`src/rtl/serial_pkg.sv`:
```
// Shared types and helpers for the serial sum deserializer.
// Optional build macro: SER_PARITY_EN (appends an even-parity bit to each frame).
package serial_pkg;

  typedef enum logic [1:0] {
    IDLE,
    SHIFT,
    HOLD
  } ser_state_t;

  localparam int unsigned SER_DEFAULT_WIDTH = 4;

  // Callers zero-extend narrower vectors; zero padding does not change the result.
  function automatic logic even_parity(input logic [63:0] v);
    return ^v;
  endfunction

endpackage

```
`src/rtl/ser_bit_counter.sv`:
```
// Loadable up-counter with a terminal-count flag; tracks the bit position within a frame.
module ser_bit_counter #(
  parameter int unsigned CNT_W   = 2,
  parameter int unsigned MAX_VAL = 3
) (
  input  logic             clk,
  input  logic             reset,
  input  logic             clr,
  input  logic             load,
  input  logic [CNT_W-1:0] load_val,
  input  logic             inc,
  output logic [CNT_W-1:0] cnt,
  output logic             tc
);

  always_ff @(posedge clk or posedge reset) begin
    if (reset) begin
      cnt <= '0;
    end else if (clr) begin
      cnt <= '0;
    end else if (load) begin
      cnt <= load_val;
    end else if (inc) begin
      cnt <= cnt + 1'b1;
    end
  end

  assign tc = (cnt == CNT_W'(MAX_VAL));

endmodule

```
`src/rtl/serial_sum_deserializer.sv`:
```
// Collects LSB-first serial sum bits plus final carry into a parallel word (valid/ready out).
// Optional build macro: SER_PARITY_EN adds a trailing even-parity bit and the par_perr output.
module serial_sum_deserializer
  import serial_pkg::*;
#(
  parameter int unsigned WIDTH = SER_DEFAULT_WIDTH,
  parameter int unsigned CNT_W = $clog2(WIDTH)
) (
  input  logic             clk,
  input  logic             reset,
  input  logic             ser_valid,
  input  logic             ser_first,
  input  logic             ser_bit,
  input  logic             ser_cout,
  output logic             ser_ready,
  output logic             par_valid,
  input  logic             par_ready,
  output logic [WIDTH-1:0] par_sum,
  output logic             par_cout,
  output logic             frame_err
`ifdef SER_PARITY_EN
  ,
  output logic             par_perr
`endif
);

`ifdef SER_PARITY_EN
  localparam int unsigned LAST_IDX = WIDTH;
`else
  localparam int unsigned LAST_IDX = WIDTH - 1;
`endif
  // The parity build needs one extra count value, so widen beyond CNT_W when required.
  localparam int unsigned NEED_W = $clog2(LAST_IDX + 1);
  localparam int unsigned CW     = (CNT_W > NEED_W) ? CNT_W : NEED_W;

  ser_state_t       state_q, state_d;
  logic [WIDTH-1:0] shreg_q, shreg_d;
  logic [WIDTH-1:0] sum_q, sum_d;
  logic             cout_q, cout_d;
  logic             err_q, err_d;
  logic [CW-1:0]    cnt;
  logic             tc;
  logic             cnt_clr, cnt_load, cnt_inc;
  logic             accept;
  logic [WIDTH-1:0] first_vec;
`ifdef SER_PARITY_EN
  logic             hold_cout_q, hold_cout_d;
  logic             perr_q, perr_d;
`endif

  ser_bit_counter #(
    .CNT_W  (CW),
    .MAX_VAL(LAST_IDX)
  ) u_cnt (
    .clk     (clk),
    .reset   (reset),
    .clr     (cnt_clr),
    .load    (cnt_load),
    .load_val(CW'(1)),
    .inc     (cnt_inc),
    .cnt     (cnt),
    .tc      (tc)
  );

  assign par_valid = (state_q == HOLD);
  assign ser_ready = (state_q == HOLD) ? par_ready : 1'b1;
  assign accept    = ser_valid && ser_ready;
  assign first_vec = {{(WIDTH-1){1'b0}}, ser_bit};

  always_comb begin
    state_d  = state_q;
    shreg_d  = shreg_q;
    sum_d    = sum_q;
    cout_d   = cout_q;
    err_d    = 1'b0;
    cnt_clr  = 1'b0;
    cnt_load = 1'b0;
    cnt_inc  = 1'b0;
`ifdef SER_PARITY_EN
    hold_cout_d = hold_cout_q;
    perr_d      = perr_q;
`endif
    case (state_q)
      IDLE: begin
        if (accept) begin
          if (ser_first) begin
            shreg_d  = first_vec;
            cnt_load = 1'b1;
            state_d  = SHIFT;
          end else begin
            err_d = 1'b1;
          end
        end
      end
      SHIFT: begin
        if (accept) begin
          if (ser_first) begin
            // Restart: drop the partial frame and treat this bit as bit 0.
            err_d    = 1'b1;
            shreg_d  = first_vec;
            cnt_load = 1'b1;
          end else if (tc) begin
            cnt_clr = 1'b1;
            state_d = HOLD;
`ifdef SER_PARITY_EN
            sum_d  = shreg_q;
            cout_d = hold_cout_q;
            perr_d = even_parity(64'({ser_bit, hold_cout_q, shreg_q}));
`else
            sum_d            = shreg_q;
            sum_d[WIDTH-1]   = ser_bit;
            cout_d           = ser_cout;
`endif
          end else begin
            cnt_inc = 1'b1;
            for (int i = 0; i < WIDTH; i++) begin
              if (cnt == CW'(i)) shreg_d[i] = ser_bit;
            end
`ifdef SER_PARITY_EN
            if (cnt == CW'(WIDTH - 1)) hold_cout_d = ser_cout;
`endif
          end
        end
      end
      HOLD: begin
        if (par_ready) begin
          state_d = IDLE;
          if (ser_valid) begin
            if (ser_first) begin
              shreg_d  = first_vec;
              cnt_load = 1'b1;
              state_d  = SHIFT;
            end else begin
              err_d = 1'b1;
            end
          end
        end
      end
      default: state_d = IDLE;
    endcase
  end

  always_ff @(posedge clk or posedge reset) begin
    if (reset) begin
      state_q <= IDLE;
      shreg_q <= '0;
      sum_q   <= '0;
      cout_q  <= 1'b0;
      err_q   <= 1'b0;
    end else begin
      state_q <= state_d;
      shreg_q <= shreg_d;
      sum_q   <= sum_d;
      cout_q  <= cout_d;
      err_q   <= err_d;
    end
  end

`ifdef SER_PARITY_EN
  always_ff @(posedge clk or posedge reset) begin
    if (reset) begin
      hold_cout_q <= 1'b0;
      perr_q      <= 1'b0;
    end else begin
      hold_cout_q <= hold_cout_d;
      perr_q      <= perr_d;
    end
  end

  assign par_perr = perr_q;
`endif

  assign par_sum   = sum_q;
  assign par_cout  = cout_q;
  assign frame_err = err_q;

endmodule

```
`config.mk`:
```
export PLATFORM = sky130hd
export DESIGN_NAME = serial_sum_deserializer
export DESIGN_NICKNAME = d
export VERILOG_FILES = /design/src/rtl/serial_pkg.sv /design/src/rtl/ser_bit_counter.sv /design/src/rtl/serial_sum_deserializer.sv
export SDC_FILE = /design/constraint.sdc
export NUM_CORES = 1
export LEC_CHECK = 0
export CORE_MARGIN = 2
export CORE_UTILIZATION = 35
export CTS_CLUSTER_SIZE = 10
export DETAILED_ROUTE_END_ITERATION = 10
export GPL_ROUTABILITY_DRIVEN = 0
export PLACE_DENSITY_LB_ADDON = 0.05
export SLEW_MARGIN = 10
export SYNTH_ARGS = -nofsm -noshare
export SYNTH_HDL_FRONTEND = slang
export SYNTH_SLANG_ARGS = --single-unit
```
`constraint.sdc`:
```
create_clock -name clk -period 3.03 [get_ports clk]
set_clock_uncertainty 0.15 [all_clocks]
set_input_delay 0.303 -clock clk [delete_from_list [all_inputs] [get_ports clk]]
set_output_delay 0.303 -clock clk [all_outputs]
set_load 0.01 [all_outputs]
```
==> out/qor.csv, run 1 <==
stage,metric,value,unit
layout,Finished Cell Area,912.1,um^2
layout,Final Util,46.49,%
sta,setup TNS,0,ns
placement,Placed Area,885.9,um^2
global_route,global route overflow,0,
synthesis,share of the synthesized area in the top cell type,44.91,%
synthesis,Seq cells post-synth,13,
layout,Non-Filler Instances,110,
worst_setup_path,"Arr. time, crit path",1.55,ns
layout,Layout Nets,95,
drt,initial drt markers,7,
sta,RSZ-0062 raised after global routing,false,
clock_network,CTS tree,done,
power_and_ir_drop,combinational cell fraction of total power,42.4,%
placement,Cells after DPL,106,
floorplan,Initial Util,36.93,%
layout,ant diodes,0,
global_route,largest net degree at the start of global routing,14,
worst_setup_path,CP Capture Type,output pin,
placement,Buffers on Ports,14,
drt,DRC viols,0,
synthesis,Mapped Nets,78,
clock_network,H-tree depth,1,
global_route,first-pass GRT wire length,2.511,mm
power_and_ir_drop,Pleak,0.4101,nW
placement,hpwl dp,1.060,mm
synthesis,"top cells by area, synth","dfrtp_1, mux2_1, ha_1",
floorplan,die area,0.002450,mm^2
sta,Slew Limit Headroom,65.87,%
power_and_ir_drop,Pwr Total,699.8,uW
clock_network,clock slew at reported path FFs,0.08,ns
sta,post-route minimum period,2.002,ns
worst_hold_path,hold crit path type,in2async,
drt,routed vias/inst,5.064,
power_and_ir_drop,Clock Power Share,15.2,%
global_route,initial antenna violation count,0,
sta,Least-Margin Pin Slew,0.5113,ns
synthesis,sequential-to-total area share from yosys stat,44.91,%
clock_network,Sink Count,13,
power_and_ir_drop,Worst VDD drop,0.3821,mV
drt,final wirelength,1.446,mm
layout,layout cells sized above 1,4.819,%
floorplan,core footprint,0.001962,mm^2
synthesis,Syn Area/Cell,10.81,um^2
drt,DRT Pass-1 Iters,4,
floorplan,Die Ht,49.50,um
sta,final setup fails,0,
sta,Final period util,66.06,%
floorplan,Site Rows,16,
worst_setup_path,crit path kind,reg2out,
clock_network,post-CTS setup buffer count,0,
power_and_ir_drop,Power per Cell Area,767.2,mW/mm^2
power_and_ir_drop,sequential share of power,42.4,%
clock_network,post-CTS sizing,0,
clock_network,cts bufs inserted,3,
drt,Routed Antenna Nets,0,
sta,"Hold Vio Cnt, Final",0,
floorplan,num ports,15,
sta,Max Freq,0.4996,GHz
worst_setup_path,Worst EP required,2.58,ns
layout,Layout area overhead,25.91,%
drt,routed len/inst,13.15,um
worst_setup_path,crit-path max FO,9,
power_and_ir_drop,Pint,457.9,uW
synthesis,number of library cell types mapped by synthesis,25,
synthesis,Synth warnings,0,
worst_setup_path,CP Cell Sequence,nor2b_1 > nand2b_1 > clkdlybuf4s50_1,
sta,Max Slew Vio Count,0,
synthesis,"area leader, netlist",dfrtp_1,
worst_setup_path,crit path launch type,flop,
worst_setup_path,critical path's largest stage delay,0.53,ns
worst_setup_path,CP max stage cell,clkdlybuf4s50_1,
drt,DR vias,557,
power_and_ir_drop,total net switching power,241.9,uW
clock_network,Clock Tree Buf Depth,2,
power_and_ir_drop,Sw Ratio,34.56,%
synthesis,Post-Syn Instances,67,
clock_network,Root Buffer,clkbuf_4,
clock_network,Clock Latency Late Sink,0.28,ns
worst_setup_path,r2r worst-path depth,4,
clock_network,Post-CTS Hold Fix Bufs,0,
floorplan,die width,49.50,um
global_route,GRT Total Usage,13.81,%
global_route,number of global-route vias before repair,553,
synthesis,Mapped Area,724.4,um^2
job,max-cap violations,0,
outcome,status,"finished, final reports clean",
## through the flow
step	hold slack [ns]	setup slack, ns
final	0.2035	1.028
after global routing	0.2586	0.9221
after CTS	0.2137	0.9991
after detailed placement	0.3313	0.9528
after global placement	0.3239	0.9957
after floorplan	0.02996	1.522
## metal layers
metal | share of wire [%] | vias to the layer above | track usage [%]
met5 | 0 | - | 0
met4 | 0 | 0 | 4.167
met3 | 6.4 | 0 | 6.061
met2 | 45 | 18 | 20.95
met1 | 49 | 267 | 17.76
li1 | - | 272 | -
## registers in the layout (all words and copies together), names as in the netlist
register and count:
frame_err 1, par_cout 1, par_sum 4, shreg_q 3, state_q 2, u_cnt.cnt 2
## critical path, delay by kind of cell, from the launching register on
| family | cells | cell delay, ns |
|---|---|---|
| and+or+nand+nor | 2 | 0.27 |
| DFF | 1 | 0.47 |
| buffers and inverters | 1 | 0.53 |
## cells in the final DEF (no fill, tap or decap), drive strengths merged
cell           synthesis  final
mux2                   5      5
o211ai                 5      5
inv                    9      9
a21oi                  3      3
nand2                  3      3
ha                     4      4
o221ai                 1      1
nor2b                  2      2
clkdlybuf4s50          0     14
a221oi                 1      1
dfrtp                 13     13
nand4b                 2      2
and4bb                 1      1
o22a                   2      2
a211oi                 1      1
or2                    2      2
nand3b                 2      2
o211a                  1      1
clkbuf                 0      4
nor4bb                 1      1
nor2                   1      1
xor2                   1      1
nand2b                 4      4
o21ai                  1      1
## logic make-up (layout without fill, tap and decap cells)
| family | count (synthesis) | after routing | share of synthesized area [%] |
|---|---|---|---|
| flip-flops | 13 | 13 | 44.90 |
| multiplexers | 5 | 5 | 7.771 |
| AND/OR/NAND/NOR | 18 | 18 | 17.61 |
| adder cells (fa/ha/maj) | 4 | 4 | 6.909 |
| buffers and inverters | 11 | 27 | 6.390 |
| AO/OA/AOI/OAI | 15 | 15 | 15.20 |
| XOR/XNOR | 1 | 1 | 1.209 |
## synthesized netlist by cell type, drive strengths merged
master / number
dfrtp: 13
inv: 9
mux2: 5
o211ai: 5
ha: 4
nand2b: 4
a21oi: 3
nand2: 3
buf: 2
nand3b: 2
nand4b: 2
nor2b: 2
o22a: 2
or2: 2
a211oi: 1
a221oi: 1
and4bb: 1
nor2: 1
nor4bb: 1
o211a: 1
o21ai: 1
o221ai: 1
xor2: 1
## area by class of cell
| cell class | instances | area, um^2 |
|---|---|---|
| tap | 27 | 33.78 |
| timing repair buffer | 14 | 140.1 |
| inverter | 9 | 33.78 |
| multi-input combinational | 43 | 352.8 |
| fill | 208 | 1050 |
| clock buffer | 4 | 26.28 |
| sequential | 13 | 325.3 |
## power by group through the flow
stage	clock network [mW]	registers, mW	logic [mW]
3_5_place_dp	0	0.301	0.296
5_1_grt	0.123	0.309	0.331
3_3_place_gp	0	0.300	0.295
4_1_cts	0.112	0.298	0.300
2_1_floorplan	0	0.303	0.172
6_report	0.106	0.297	0.296
## final timing paths
path                                   start  slack (ns)         end
worst max-delay path              state_q[1]        1.03   ser_ready
worst min-delay path                   reset        0.20  shreg_q[1]
worst max register to register  u_cnt.cnt[0]        1.36  shreg_q[2]
worst min register to register    par_sum[0]        0.34  par_sum[0]
max in group asynchronous              reset        2.17   frame_err
min in group clk                  par_sum[0]        0.34  par_sum[0]
No activity file was read; power rests on OpenSTA's default activity.
==> run 2, diff against run 1 <==
Clock period 3.03 ns to 2.1 ns, I/O delays scaled along.
==> run 2 against run 1 <==
Total power up 45%. Critical path type unchanged. First-iteration DRC count down 29%. Highest routed layer is now met4. Critical path depth stayed put.
==> out/qor.csv, run 2 (same netlist as run 1, synthesis figures left out) <==
stage,metric,value,unit
outcome,status,"finished, final reports clean",
worst_setup_path,CP Capture Type,output pin,
layout,most frequent cells in the layout,"clkdlybuf4s50_1, dfrtp_1, inv_1",
drt,routed length on met1,664,um
power_and_ir_drop,Worst VDD drop,0.4449,mV
clock_network,Sink Count,13,
sta,Slew Limit Headroom,67.23,%
floorplan,num ports,15,
sta,Least-Margin Pin Slew,0.4910,ns
clock_network,CTS tree,done,
worst_setup_path,Worst EP required,1.74,ns
clock_network,H-tree depth,1,
placement,hpwl dp,1.062,mm
layout,layout cells sized above 1,7.143,%
layout,Layout Nets,96,
drt,DR vias,549,
drt,routed vias/inst,4.946,
worst_setup_path,"Arr. time, crit path",1.58,ns
drt,final wirelength,1.434,mm
clock_network,clock slew at reported path FFs,0.09,ns
clock_network,post-CTS setup buffer count,0,
worst_setup_path,worst reg2reg endpoint,par_sum[1],
worst_setup_path,worst flop-to-flop path startpoint,state_q[1],
global_route,global route overflow,0,
sta,RSZ-0062 raised after global routing,false,
job,max-cap violations,0,
drt,initial drt markers,5,
drt,Routed Antenna Nets,0,
floorplan,Site Rows,16,
global_route,GRT Total Usage,13.82,%
power_and_ir_drop,Power per Cell Area,1100,mW/mm^2
drt,DRT Pass-1 Iters,3,
sta,post-route minimum period,1.941,ns
drt,met2 WL,684,um
clock_network,post-CTS sizing,0,
clock_network,Post-CTS Hold Fix Bufs,0,
clock_network,Clock Tree Buf Depth,2,
drt,DRC viols,0,
worst_setup_path,crit-path max FO,9,
clock_network,Clock Latency Late Sink,0.28,ns
layout,"most common cell after layout, fill and taps aside",clkdlybuf4s50_1,
sta,Hold Slack,0.08631,ns
layout,total of fill cells in the finished design,200,
clock_network,Root Buffer,clkbuf_4,
worst_setup_path,critical path's largest stage delay,0.54,ns
global_route,number of global-route vias before repair,563,
global_route,initial antenna violation count,0,
floorplan,die area,0.002450,mm^2
sta,setup TNS,0,ns
worst_setup_path,CP Cell Sequence,nor2b_1 > nand2b_1 > clkdlybuf4s50_1,
sta,"Hold Vio Cnt, Final",0,
worst_setup_path,register-to-register setup slack,0.43,ns
sta,final setup fails,0,
worst_setup_path,crit path kind,reg2out,
layout,max reg flops,4,
layout,Layout area overhead,27.12,%
worst_hold_path,hold crit path type,in2async,
placement,Buffers on Ports,14,
floorplan,core footprint,0.001962,mm^2
layout,ant diodes,0,
power_and_ir_drop,Pleak,0.4177,nW
sta,Final period util,92.41,%
sta,Max Freq,0.5153,GHz
clock_network,cts bufs inserted,3,
drt,met3 wire length,72,um
floorplan,Initial Util,36.93,%
drt,Top Metal Used,met4,
worst_setup_path,CP max stage cell,clkdlybuf4s50_1,
worst_setup_path,r2r worst-path depth,3,
worst_setup_path,crit path launch type,flop,
sta,Max Slew Vio Count,0,
floorplan,Die Ht,49.50,um
global_route,largest net degree at the start of global routing,14,
floorplan,die width,49.50,um
global_route,first-pass GRT wire length,2.497,mm
drt,routed len/inst,12.92,um
==> run 2: power by group <==
group	switching, mW	internal (mW)
combinational	0.184	0.236
clock	0.0925	0.0708
sequential	0.0809	0.350
==> run 2: how the worst max path moves through the flow <==
stage | from | end | slack, ns
after CTS | state_q[1] | ser_ready | 0.14
after detailed placement | ser_valid | par_sum[1] | 0.25
after floorplan | state_q[1] | par_cout | 0.59
after global placement | ser_valid | par_sum[2] | 0.27
after global routing | state_q[1] | ser_ready | 0.05
final | state_q[1] | ser_ready | 0.16
==> run 2: final cells by class <==
cell class / instances / area, um^2 / area share, %
Clock inverter: 1 / 5.005 / 0.5435
Timing Repair Buffer: 15 / 147.6 / 16.03
Inverter: 9 / 33.78 / 3.668
Tap cell: 27 / 33.78 / 3.668
Multi-Input combinational cell: 43 / 352.8 / 38.32
Clock buffer: 3 / 22.52 / 2.446
Sequential cell: 13 / 325.3 / 35.33
==> run 2: metal layers <==
layer	GRT usage, %	up-vias
met5	0	-
met1	16.67	266
met4	6.944	0
li1	-	269
met3	4.545	2
met2	22.07	12
==> run 2: worst max-delay path: cells and delay by family, from the launching register on <==
kind	cells	cell delay (ns)
buf+inv	1	0.54
flops	1	0.48
simple gates	2	0.28
==> run 2: metrics by stage <==
step | total power [mW] | util (%) | instances | area, um^2 | setup slack, ns
2_1_floorplan | 0.6865 | - | 67 | 724.4 | 0.5925
3_3_place_gp | 0.8555 | 45.54 | 107 | 893.4 | 0.2680
3_5_place_dp | 0.8543 | 45.54 | 107 | 893.4 | 0.2455
4_1_cts | 1.029 | 46.94 | 111 | 920.9 | 0.1350
5_1_grt | 1.104 | 46.94 | 111 | 920.9 | 0.05128
6_report | 1.013 | 46.94 | 111 | 920.9 | 0.1595
==> run 3, diff against run 2 <==
Settings changed: CTS_CLUSTER_SIZE 10 to 28.
==> results of run 3 <==
Same layout as run 2: the final DEF is identical, and so are final timing and power.
